--- config.mk ---
export PLATFORM = sky130hd
export DESIGN_NAME = match_run_logger
export DESIGN_NICKNAME = d
export VERILOG_FILES = /design/src/rtl/match_run_logger.sv
export SDC_FILE = /design/constraint.sdc
export NUM_CORES = 1
export LEC_CHECK = 0
export CORE_MARGIN = 3
export CORE_UTILIZATION = 61
export CTS_CLUSTER_SIZE = 30
export DETAILED_ROUTE_END_ITERATION = 6
export GPL_ROUTABILITY_DRIVEN = 0
export PLACE_DENSITY = 0.94
export SLEW_MARGIN = 0
export SYNTH_ARGS = -nofsm -noshare
export SYNTH_HDL_FRONTEND = slang
export SYNTH_SLANG_ARGS = --single-unit
--- constraint.sdc ---
create_clock -name clk -period 3.1 [get_ports clk]
set_input_delay 0.62 -clock clk [delete_from_list [all_inputs] [get_ports clk]]
set_output_delay 0.62 -clock clk [all_outputs]
set_load 0.1 [all_outputs]
--- src/rtl/match_run_logger.sv ---
// Run-length logger for detector match bits.
// Completed runs are queued as {sat, len} records for a valid/ready reader.
module match_run_logger #(
    parameter int CNT_W = 8,
    parameter int DEPTH = 4
) (
    input  logic                     clk,
    input  logic                     rst,
    input  logic                     match_in,
    input  logic                     clear,
    input  logic                     rd_ready,
    output logic                     rd_valid,
    output logic [CNT_W-1:0]         rd_len,
    output logic                     rd_sat,
    output logic [$clog2(DEPTH):0]   fifo_count,
    output logic                     overflow
);

    localparam int AW = $clog2(DEPTH);
    localparam logic [CNT_W-1:0] MAX = '1;
    localparam logic [CNT_W-1:0] ONE = CNT_W'(1);

    typedef enum logic {S_IDLE, S_RUN} state_t;

    state_t             r_state;
    state_t             w_state_nxt;
    logic [CNT_W-1:0]   r_cnt;
    logic               r_sat;
    logic [CNT_W-1:0]   w_cnt_nxt;
    logic               w_sat_nxt;
    logic [CNT_W-1:0]   w_cnt_inc;
    logic               w_push;

    logic [CNT_W:0]     r_mem [DEPTH];
    logic [AW:0]        r_wptr;
    logic [AW:0]        r_rptr;
    logic               r_ovf;
    logic               w_full;
    logic               w_empty;
    logic               w_pop;
    logic               w_wr;
    logic               w_drop;
    logic [CNT_W:0]     w_head;

    always_ff @(posedge clk or negedge rst) begin
        if (!rst) r_state <= S_IDLE;
        else      r_state <= w_state_nxt;
    end

    always_comb begin
        w_state_nxt = r_state;
        unique case (r_state)
            S_IDLE: if (match_in)  w_state_nxt = S_RUN;
            S_RUN:  if (!match_in) w_state_nxt = S_IDLE;
        endcase
    end

    assign w_cnt_inc = (r_cnt == MAX) ? MAX : r_cnt + ONE;

    always_comb begin
        w_push    = 1'b0;
        w_cnt_nxt = r_cnt;
        w_sat_nxt = r_sat;
        unique case (r_state)
            S_IDLE: begin
                if (match_in) begin
                    w_cnt_nxt = ONE;
                    w_sat_nxt = (ONE == MAX);
                end
            end
            S_RUN: begin
                if (match_in) begin
                    w_cnt_nxt = w_cnt_inc;
                    w_sat_nxt = r_sat | (w_cnt_inc == MAX);
                end else begin
                    w_push    = 1'b1;
                    w_cnt_nxt = '0;
                    w_sat_nxt = 1'b0;
                end
            end
        endcase
    end

    always_ff @(posedge clk or negedge rst) begin
        if (!rst) begin
            r_cnt <= '0;
            r_sat <= 1'b0;
        end else begin
            r_cnt <= w_cnt_nxt;
            r_sat <= w_sat_nxt;
        end
    end

    assign w_empty = (r_wptr == r_rptr);
    assign w_full  = (r_wptr[AW] != r_rptr[AW]) &&
                     (r_wptr[AW-1:0] == r_rptr[AW-1:0]);
    assign w_pop   = !w_empty && rd_ready;
    // A pop frees the slot the same edge, so a full FIFO can still accept.
    assign w_wr    = w_push && (!w_full || w_pop);
    assign w_drop  = w_push && w_full && !w_pop;

    always_ff @(posedge clk) begin
        if (w_wr) r_mem[r_wptr[AW-1:0]] <= {r_sat, r_cnt};
    end

    always_ff @(posedge clk or negedge rst) begin
        if (!rst) begin
            r_wptr <= '0;
            r_rptr <= '0;
            r_ovf  <= 1'b0;
        end else begin
            if (w_wr)  r_wptr <= r_wptr + 1'b1;
            if (w_pop) r_rptr <= r_rptr + 1'b1;
            if (w_drop)     r_ovf <= 1'b1;
            else if (clear) r_ovf <= 1'b0;
        end
    end

    assign w_head     = r_mem[r_rptr[AW-1:0]];
    assign rd_valid   = !w_empty;
    assign rd_len     = rd_valid ? w_head[CNT_W-1:0] : '0;
    assign rd_sat     = rd_valid ? w_head[CNT_W] : 1'b0;
    assign fifo_count = r_wptr - r_rptr;
    assign overflow   = r_ovf;

endmodule
==> results of run 1 <==
==> cell type report <==
cell class | count | area (sq um)
flip-flops and latches | 53 | 1510
fillers | 218 | 851
well taps | 48 | 60.1
clock buffers | 6 | 72.6
multi-input cells | 96 | 871
inverters | 10 | 37.5
clock inverters | 2 | 35.0
repair buffers | 20 | 310
==> per-stage QoR <==
step / std cells / hold slack, ns / setup WS [ns]
2_1_floorplan: 162 / 0.324 / 0.238
3_3_place_gp: 227 / 0.472 / 0.775
3_5_place_dp: 227 / 0.511 / 0.686
4_1_cts: 235 / 0.529 / 0.333
5_1_grt: 235 / 0.540 / 0.201
6_report: 235 / 0.529 / 0.368
==> metal layers <==
layer / up-vias / GRT usage (%) / part of all wire [%]
li1: 642 / - / -
met2: 61 / 38.2 / 55
met1: 686 / 25.9 / 35
met5: - / 0 / 0
met3: 11 / 5.67 / 7.6
met4: 0 / 8.76 / 2.3
==> synthesized netlist by cell type (all sizes together) (4+ instances only) <==
| cell | instances | area [sq um] |
|---|---|---|
| edfxtp | 36 | 1080 |
| dfrtp | 17 | 425 |
| and2 | 14 | 90.1 |
| o21ai | 14 | 70.1 |
| inv | 10 | 37.5 |
| mux4 | 9 | 203 |
| nand2 | 9 | 33.8 |
| ha | 8 | 100 |
| nor2 | 8 | 53.8 |
| nand3 | 7 | 47.6 |
| xnor2 | 6 | 60.1 |
| a21oi | 4 | 20.0 |
==> final timing paths <==
| kind | depth (start not counted) | startpoint | endpoint | slack [ns] |
|---|---|---|---|---|
| setup / recovery | 4 | r_rptr[2] | rd_len[2] | 0.37 |
| hold / removal | 1 | r_wptr[2] | r_wptr[2] | 0.53 |
| setup reg to reg | 6 | r_wptr[0] | r_mem[1][1] | 1.04 |
| hold reg to reg | 1 | r_wptr[2] | r_wptr[2] | 0.53 |
| max in group asynchronous | 1 | rst | r_cnt[2] | 1.86 |
| min in group asynchronous | 1 | rst | r_cnt[7] | 0.76 |
==> flip-flops by register name (all words and copies together), names as in the netlist <==
signal	cells
r_mem	36
r_cnt	8
r_rptr	3
r_wptr	3
overflow	1
r_sat	1
r_state	1
==> worst register-to-register path, stage by stage (launching register included) <==
cell     delay [ns]
dfrtp_1        0.42
inv_1          0.16
ha_1           0.28
nand2_1        0.16
nor3_4         0.06
nor2_4         0.18
and2_1         0.45
==> cell families (layout without fill, tap and decap cells) <==
kind of cell             Yosys count  in the layout
AO/OA/AOI/OAI                     26             26
XOR/XNOR                           7              7
multiplexers                      10             10
buffers and inverters             13             38
adder cells (fa/ha/maj)            9              9
AND/OR/NAND/NOR                   44             44
flip-flops                        53             53
==> impl_metrics.ini, run 1 <==
[global_routing]
grt_overflow = 0
grt_util_all_layers_pct = 21.9
grt_pass1_wl_um = 7270
grt_antenna_before_repair = 0
grt_pass1_vias = 1515
grt_max_degree = 18

[worst_setup_path]
path_buf_inv = 1
end_kind = output port
arrival_ns = 2.11
worst_path_max_delay_cell = nand3_1
max_stage_delay_ns = 0.47
critPathKind = reg2out
worstSetupStartpointType = register
critPathMaxFanout = 12
crit_chain = xnor2_2, nand3_1, and2_2, buf_12
critPathTopFamily = simple AND/OR/NAND/NOR gates
required_ns = 2.48

[timing]
setup_violations = 0
finalMaxSlewViolations = 0
slew_headroom_pct = 48.9
worst_pin_slew_ns = 0.765
max_freq_mhz = 366
clock_skew_ns = 0.00606
final_hold_viol_count = 0
grt_setup_unrepaired = false
tns_ns = 0
timing.final.crit_share_pct = 88.1
layout_min_cycle_time_ns = 2.73

[routing]
firstDrtPassIters = 4
drt-wirelength-per-cell_um = 18.6
viasPerCell = 5.96
vias = 1400
post-route-drc-count = 0
dr.first_iter.drc_count = 77
ant_nets = 0
drt-total-wl_um = 4380

[clock_tree]
cts.path.max_buffers = 2
numCtsBuffers = 5
root_buffer = clkbuf_8
clk_latency_ns = 0.30
holdBufCountCts = 0
postCtsResizedCells = 0
clk_pin_slew_worst_paths_ns = 0.08
postCtsSetupBuffers = 0
cts_tree = yes
htree_levels = 2
cts.sinks = 53

[final_layout]
nets = 200
final_util_pct = 77.3
n_antenna_cell = 0
final_common_cell = edfxtp_1
finalInstanceArea_sq_um = 2890
drive_gt1_share_pct = 27.8
layout_common_cells = 36 x edfxtp_1, 17 x dfrtp_1, 14 x o21ai_0
syn_to_final_growth_pct = 20.0

[die]
initial_core_util_pct = 64.4
fp.dieW_um = 68.9
die_area_sq_um = 4740
die_y_um = 68.9
fp-row-count = 22
core_sq_um = 3740
ioPinCount = 19

[status]
status = finished clean

[logic_synthesis]
muxShareOfSynthArea_pct = 8.88
syn_avg_cell_area_sq_um = 14.9
ys_seq_area_share_pct = 62.5
ys_warn_count = 0
synthAdderAreaFrac_pct = 4.98
ys_types = 33
synthesis.nets = 176
synth_compound_area_share_pct = 6.80
synth-simple-area-share_pct = 11.8
synth-seq-cells = 53
syn_area_sq_um = 2410
synth-edff-count = 36
syn_inst = 162
synth_ff_type = edfxtp_1
synth-xor-area-share_pct = 2.86
async_flop_share_pct = 32.1
synth_top_family_by_area = simple AND/OR/NAND/NOR gates

[flow_run]
maxCapViolCount = 0

[placement]
placed_cell_area_sq_um = 2790
port_buffers = 18
hpwl_um = 3210

[hold_path]
hp-class = reg2reg
Power of run 1 is left out: the tool's default activity adds up to more than one toggle a clock period on the data nets, which glitch-free logic cannot reach.
==> run 2, diff against run 1 <==
Settings changed: TNS_END_PERCENT set to 1.
==> impl_metrics.ini, run 2 (synthesis gave the netlist of run 1 again) <==
[status]
status = finished clean

[flow_run]
maxCapViolCount = 0

[placement]
port_buffers = 18
hpwl_um = 3100

[hold_path]
worstHoldStart = r_sat
holdPathStages = 0
hp-class = reg2reg
hold_end = r_mem[1][8]

[clock_tree]
clk_latency_ns = 0.30
numCtsBuffers = 5
clk_pin_slew_worst_paths_ns = 0.08
cts_tree = yes
root_buffer = clkbuf_8
postCtsSetupBuffers = 0
htree_levels = 2
cts.path.max_buffers = 2
cts.sinks = 53
postCtsResizedCells = 0
holdBufCountCts = 0

[final_layout]
final_common_cell = edfxtp_1
layout_common_cells = 36 x edfxtp_1, 17 x dfrtp_1, 14 x o21ai_0
final_util_pct = 77.2
syn_to_final_growth_pct = 19.9
n_antenna_cell = 0
drive_gt1_share_pct = 23.0
largest_reg_flops = 36
nFillCells = 223
nets = 200

[routing]
ant_nets = 0
viasPerCell = 5.94
firstDrtPassIters = 4
drt-wirelength-per-cell_um = 18.4
drt-total-wl_um = 4330
vias = 1395
dr.first_iter.drc_count = 84
post-route-drc-count = 0

[timing]
max_freq_mhz = 372
final_hold_viol_count = 0
clock_skew_ns = 0.0104
setup_violations = 0
layout_min_cycle_time_ns = 2.69
slew_headroom_pct = 48.2
timing.final.crit_share_pct = 86.7
tns_ns = 0
grt_setup_unrepaired = false
worst_pin_slew_ns = 0.775
finalMaxSlewViolations = 0

[worst_setup_path]
critPathKind = reg2out
critPathMaxFanout = 12
crit_chain = xnor2_2, nand3_1, and2_1, buf_12
r2r-start = r_wptr[0]
critPathTopFamily = simple AND/OR/NAND/NOR gates
path_buf_inv = 1
arrival_ns = 2.07
reg2reg_slack_ns = 1.04
worstSetupStartpointType = register
r2r-end = r_mem[0][1]
max_stage_delay_ns = 0.46
worst_path_max_delay_cell = nand3_1
required_ns = 2.48
reg2reg_depth = 6
end_kind = output port

[die]
ioPinCount = 19
die_y_um = 68.9
fp-row-count = 22
die_area_sq_um = 4740
fp.dieW_um = 68.9
initial_core_util_pct = 64.4
core_sq_um = 3740

[global_routing]
grt_pass1_wl_um = 7160
grt_overflow = 0
grt_pass1_vias = 1418
grt_util_all_layers_pct = 21.7
grt_antenna_before_repair = 0
grt_max_degree = 18
-- run 2: layout make-up --
| cell class | instances | area (sq um) | area share [%] |
|---|---|---|---|
| well taps | 48 | 60.1 | 2.08 |
| clock buffers | 7 | 86.3 | 2.99 |
| repair buffers | 20 | 310 | 10.7 |
| clock inverters | 1 | 30.0 | 1.04 |
| inverters | 10 | 37.5 | 1.30 |
| multi-input cells | 96 | 860 | 29.7 |
| flip-flops and latches | 53 | 1510 | 52.1 |
-- run 2: per-stage QoR --
step	cell area [sq um]	setup slack (ns)	hold WS, ns	std cells
2_1_floorplan	2420	-0.0206	0.324	162
3_3_place_gp	2770	0.831	0.471	227
4_1_cts	2890	0.372	0.533	235
6_report	2890	0.412	0.534	235
5_1_grt	2890	0.241	0.544	235
3_5_place_dp	2770	0.693	0.506	227
-- run 2: how the worst max path moves through the flow --
stage          startpoint         to  depth (start not counted)
3_3_place_gp    r_rptr[0]  rd_len[5]                          4
3_5_place_dp    r_rptr[2]  rd_len[6]                          4
4_1_cts         r_rptr[2]  rd_len[6]                          4
2_1_floorplan   r_rptr[1]  rd_len[0]                          6
6_report        r_rptr[2]  rd_len[6]                          4
5_1_grt         r_rptr[2]  rd_len[6]                          4
-- run 2: per-layer routing --
layer / part of all wire [%] / routed length [um] / global-route usage, %
met5: 0 / 0 / 0
met4: 1.6 / 68 / 6.81
met3: 5.2 / 225 / 6.00
met2: 54 / 2350 / 36.4
met1: 39 / 1680 / 27.7
-- run 2: worst register-to-register path, stage by stage (launching register included) --
cell and delay (ns):
dfrtp_1 0.41, inv_1 0.12, ha_1 0.34, nand2_1 0.14
nor3_4 0.05, nor2_4 0.19, and2_1 0.46
Power of run 2 is left out for the same reason.
